File: config.mk
export PLATFORM = sky130hd
export DESIGN_NAME = if_fetch_unit
export DESIGN_NICKNAME = d
export VERILOG_FILES = /design/src/rtl/if_fetch_unit.sv
export SDC_FILE = /design/constraint.sdc
export NUM_CORES = 1
export LEC_CHECK = 0
export ABC_AREA = 1
export BUFFER_PORTS_ARGS = -buffer_cell sky130_fd_sc_hd__buf_2
export CAP_MARGIN = 25
export CORE_MARGIN = 2
export CORE_UTILIZATION = 51
export CTS_CLUSTER_DIAMETER = 120
export DETAILED_ROUTE_END_ITERATION = 8
export PLACE_DENSITY_LB_ADDON = 0.25
export SYNTH_ARGS = -nofsm -noshare
export SYNTH_HDL_FRONTEND = slang
export SYNTH_SLANG_ARGS = --single-unit
File: constraint.sdc
create_clock -name clk -period 4.2 [get_ports clk]
set_input_delay 0.21 -clock clk [delete_from_list [all_inputs] [get_ports clk]]
set_output_delay 0.21 -clock clk [all_outputs]
set_load 0.02 [all_outputs]
File: src/rtl/if_fetch_unit.sv
// ---------------------------------------------------------------------------
// if_fetch_unit
//
// Instruction fetch front end. Sits on the consumer side of the PC register:
// it reads the current PC, issues reads to a synchronous (one-cycle latency)
// instruction memory, steers the PC register's load enable / next value, and
// buffers returned words in a small FIFO that decode drains with valid/ready.
//
// A credit scheme (in-flight read + FIFO occupancy <= DEPTH) guarantees that
// every issued read has a FIFO slot waiting for it, so the FIFO never
// overflows and memory never has to be stalled.
//
// Ports
//   clk           clock
//   i_rst         synchronous active-high reset
//   i_pc          current PC from the PC register
//   o_pc_next     next PC value (redirect target or PC+4)
//   o_pc_en       PC register load enable
//   o_imem_rd     instruction memory read request
//   o_imem_addr   instruction memory read address (= i_pc)
//   i_imem_data   read data, valid the cycle after o_imem_rd
//   o_valid       FIFO head holds an instruction for decode
//   o_instr       instruction word at the FIFO head
//   o_instr_pc    PC of the instruction at the FIFO head
//   i_ready       decode accepts the head entry
//   i_flush       redirect request (from branch resolution)
//   i_flush_pc    redirect target
//   i_halt        stop issuing new fetches (debug)
// ---------------------------------------------------------------------------
module if_fetch_unit #(
   parameter int NB_PC    = 32,
   parameter int NB_INSTR = 32,
   parameter int DEPTH    = 2
) (
   input  logic                clk,
   input  logic                i_rst,
   input  logic [NB_PC-1:0]    i_pc,
   output logic [NB_PC-1:0]    o_pc_next,
   output logic                o_pc_en,
   output logic                o_imem_rd,
   output logic [NB_PC-1:0]    o_imem_addr,
   input  logic [NB_INSTR-1:0] i_imem_data,
   output logic                o_valid,
   output logic [NB_INSTR-1:0] o_instr,
   output logic [NB_PC-1:0]    o_instr_pc,
   input  logic                i_ready,
   input  logic                i_flush,
   input  logic [NB_PC-1:0]    i_flush_pc,
   input  logic                i_halt
);

   localparam int AW = $clog2(DEPTH);
   // Wide enough to hold DEPTH plus the in-flight read without wrapping.
   localparam int CW = $clog2(DEPTH) + 2;

   // FIFO storage (data only, never reset)
   logic [NB_INSTR-1:0] instr_mem [DEPTH];
   logic [NB_PC-1:0]    pc_mem    [DEPTH];

   // FIFO control
   logic [AW-1:0] wr_ptr;
   logic [AW-1:0] rd_ptr;
   logic [CW-1:0] count;

   // Read-request stage: request issued last cycle, its PC, and kill marker
   logic             vld_p1;
   logic             kill_p1;
   logic [NB_PC-1:0] pc_p1;

   logic          pop;
   logic          push;
   logic          issue;
   logic [CW-1:0] credit_used;

   // ---------------- stage p0: issue / PC control / handshake ----------------
   always_comb begin
      o_valid     = ~i_rst & (count != '0);
      pop         = o_valid & i_ready & ~i_flush;
      // pop implies count >= 1, so this subtraction cannot underflow.
      credit_used = CW'(vld_p1) + count - CW'(pop);
      issue       = ~i_rst & ~i_halt & ~i_flush & (credit_used < CW'(DEPTH));
      // A flush discards both the word landing now and the one marked by kill.
      push        = vld_p1 & ~kill_p1 & ~i_flush;

      o_imem_rd   = issue;
      o_imem_addr = i_pc;
      o_pc_en     = issue | (i_flush & ~i_rst);
      o_pc_next   = i_flush ? i_flush_pc : (i_pc + NB_PC'(4));

      o_instr     = instr_mem[rd_ptr];
      o_instr_pc  = pc_mem[rd_ptr];
   end

   // ---------------- stage p1: memory response / FIFO update ----------------
   always_ff @(posedge clk) begin
      if (i_rst) begin
         vld_p1  <= 1'b0;
         kill_p1 <= 1'b0;
         wr_ptr  <= '0;
         rd_ptr  <= '0;
         count   <= '0;
      end else begin
         vld_p1  <= issue;
         kill_p1 <= i_flush;
         if (i_flush) begin
            wr_ptr <= '0;
            rd_ptr <= '0;
            count  <= '0;
         end else begin
            if (push) wr_ptr <= wr_ptr + AW'(1);
            if (pop)  rd_ptr <= rd_ptr + AW'(1);
            count <= count + CW'(push) - CW'(pop);
         end
      end
   end

   // Datapath registers: PC captured at issue, FIFO write on push.
   always_ff @(posedge clk) begin
      if (issue) pc_p1 <= i_pc;
      if (push) begin
         instr_mem[wr_ptr] <= i_imem_data;
         pc_mem[wr_ptr]    <= pc_p1;
      end
   end

endmodule
==> flow_metrics.py <==
metrics = {
    "synthesis": {
        "synth.avg_cell_area_um2": 12.7,
        "synthCells": 584,
        "yosys-top-cells-area": "edfxtp_1, mux2_2, nand2_1",
        "synth_ff_type": "edfxtp_1",
        "synth_edf_count": 160,
        "synth_top_cell_by_area": "edfxtp_1",
        "synth_warnings": 0,
        "synth_area_mm2": 0.00743,
        "synthTopCellsByCount": "edfxtp_1, nand2_1, mux2_2, nor2_1, inv_1",
        "synth.distinct_cells": 28,
        "syn-num-nets": 691,
        "ys_async_sr_fraction_pct": 0,
        "synth.most_common_cell": "edfxtp_1",
        "ys_seq_area_share_pct": 66.8,
        "synth_seq_cells": 168,
        "netlist.area_leader.share_pct": 64.6,
    },
    "cts": {
        "clk-insertion-delay-late_ps": 410,
        "clockBufferDepth": 2,
        "cts_max_level": 4,
        "cts_setup_buffers": 0,
        "cts_repair_resize_count": 0,
        "numCtsBuffers": 17,
        "holdBufCountCts": 33,
        "cts-root-buf": "clkbuf_16",
        "clock_sinks": 168,
        "cts_tree": "built",
        "path_clk_slew_ps": 60,
    },
    "timing": {
        "fin_tns_setup_ps": 0,
        "hold_viol_final": 0,
        "setup_ws_ps": 573,
        "fin_crit_ps": 3630,
        "worstMarginPinSlew_ps": 868,
        "timing.fmax_mhz": 276,
        "final-max-slew-violation-count": 0,
        "rsz0062_at_grt": "no",
        "holdWs_ps": 29.0,
        "finalClockSkew_ps": 12.5,
        "setup-violations-final": 0,
        "fin_crit_sh_pct": 86.3,
        "maxSlewHeadroom_pct": 42.1,
    },
    "hold_path": {
        "hp-class": "in2reg",
    },
    "worst_setup_path": {
        "required_ps": 3990,
        "critPathKind": "in2out",
        "reg2reg_slack_ps": 1020,
        "cpPeakStageDelay_ps": 540,
        "cp-end-kind": "primary output",
        "worstPathArrival_ps": 3420,
        "cp_cell_sequence": "dlygate4sd3_1 -> buf_2 -> nor2_1 -> inv_1 -> nor2_1 -> ha_1 -> or2_2 -> fa_1 -> xor2_1 -> nor2_4 -> buf_2",
        "crit_fanout": 20,
        "slowest_stage": "dlygate4sd3_1",
        "startpoint_type": "primary input",
    },
    "detailed_routing": {
        "detail_route.iter0.violations": 363,
        "vias": 5169,
        "routed_wl_mm": 16.4,
        "wl_per_cell_um": 16.0,
        "ant_nets": 0,
        "drtPass1Iterations": 4,
        "via_per_inst": 5.05,
        "drc": 0,
    },
    "final_layout": {
        "final_cell_area_mm2": 0.00950,
        "fin_util_pct": 66.1,
        "nFillCells": 1106,
        "area_growth_pct": 27.7,
        "nNetsFinal": 934,
        "drive_above_1_share_pct": 42.6,
        "antennaDiodeCount": 0,
    },
    "power": {
        "p_leak_nw": 3.86,
        "p_per_area_mw_per_mm2": 390,
        "ir_drop_mv": 0.259,
    },
    "place": {
        "placed_cell_area_mm2": 0.00858,
        "port_buffers": 231,
        "post-place-ws_ps": 1030,
        "gp_congestion": 0.953,
        "dp_hpwl_mm": 11.4,
    },
    "die": {
        "die_area_mm2": 0.0156,
        "ios": 232,
        "fp-row-count": 44,
        "die_x_um": 125,
        "coreArea_mm2": 0.0144,
        "start_util_pct": 51.7,
        "die_height_um": 125,
    },
    "global_route": {
        "grt_overflow": 0,
        "grt_max_degree": 65,
        "grt_pass1_wl_mm": 25.7,
        "antenna_found_initial": 0,
        "grt_pass1_vias": 5199,
        "grt.total_usage_pct": 21.3,
    },
    "job": {
        "cap_violations": 0,
    },
    "outcome": {
        "status": "finished, final reports clean",
    },
}
==> flip-flops by register name, indices dropped and copies added, names as in the netlist, named ones only <==
register,cells
wr_ptr,1
rd_ptr,1
kill_p1,1
instr_mem,64
count,3
pc_mem,64
vld_p1,1
pc_p1,32
==> cell type report <==
cell class	count	area (um2)	area share [%]
tap	184	230	2.42
multi-input combinational	337	2060	21.7
timing repair buffer	269	1520	16.0
sequential	168	4970	52.3
clock buffer	19	433	4.56
clock inverter	13	153	1.61
inverter	34	128	1.34
==> path summary, 6_finish.rpt <==
check	from	endpoint	depth (start not counted)
min	i_pc[0]	pc_p1[0]	1
max reg2reg	count[1]	pc_p1[19]	10
min reg2reg	pc_p1[19]	pc_mem[0][19]	0
max	i_rst	o_imem_rd	11
==> metrics by stage <==
stage | cells | power [mW]
floorplan | 584 | 2.07
global placement | 959 | 2.19
detailed placement | 959 | 2.19
CTS | 1024 | 3.74
global route | 1024 | 3.83
finish | 1024 | 3.70
==> kinds of logic (layout without fill, tap and decap cells) <==
group,count (synthesis),after routing,synth area share [%]
xor+xnor,6,6,0.707
buf+inv,79,335,5.77
flops,168,168,66.8
compound gates,21,21,1.48
simple gates,240,240,14.4
fa+ha+maj,6,6,1.21
mux,64,64,9.69
==> layout by cell type, fill, tap and decap left out, drive strengths merged <==
cell type	n
dlygate4sd3	33
xor2	6
a21oi	6
nor2	56
a31oi	1
o22ai	1
nand3	31
mux2	64
dfxtp	8
fa	2
clkinv	5
ha	4
buf	236
edfxtp	160
o21ai	12
or2	6
nand2	143
and2	4
clkbuf	19
clkinvlp	3
bufinv	3
o21bai	1
inv	36
==> power breakdown <==
part           internal (mW)  switching [mW]
Sequential              1.85         0.00771
Clock                  0.931           0.586
Combinational          0.122           0.200
Total                   2.91           0.793
==> layer usage <==
metal,vias up,global-route usage (%),share of wire [%]
met5,-,0,0
met4,0,8.53,1.8
met3,22,5.11,6.1
met2,226,35.7,50
met1,2444,26.6,42
li1,2477,-,-
==> worst max-delay path: cells and delay by family <==
kind,cells,cell delay (ps)
xor+xnor,1,230
simple gates,4,1190
fa+ha+maj,2,670
buf+inv,4,1100
Power figures use the tool's default switching activity.
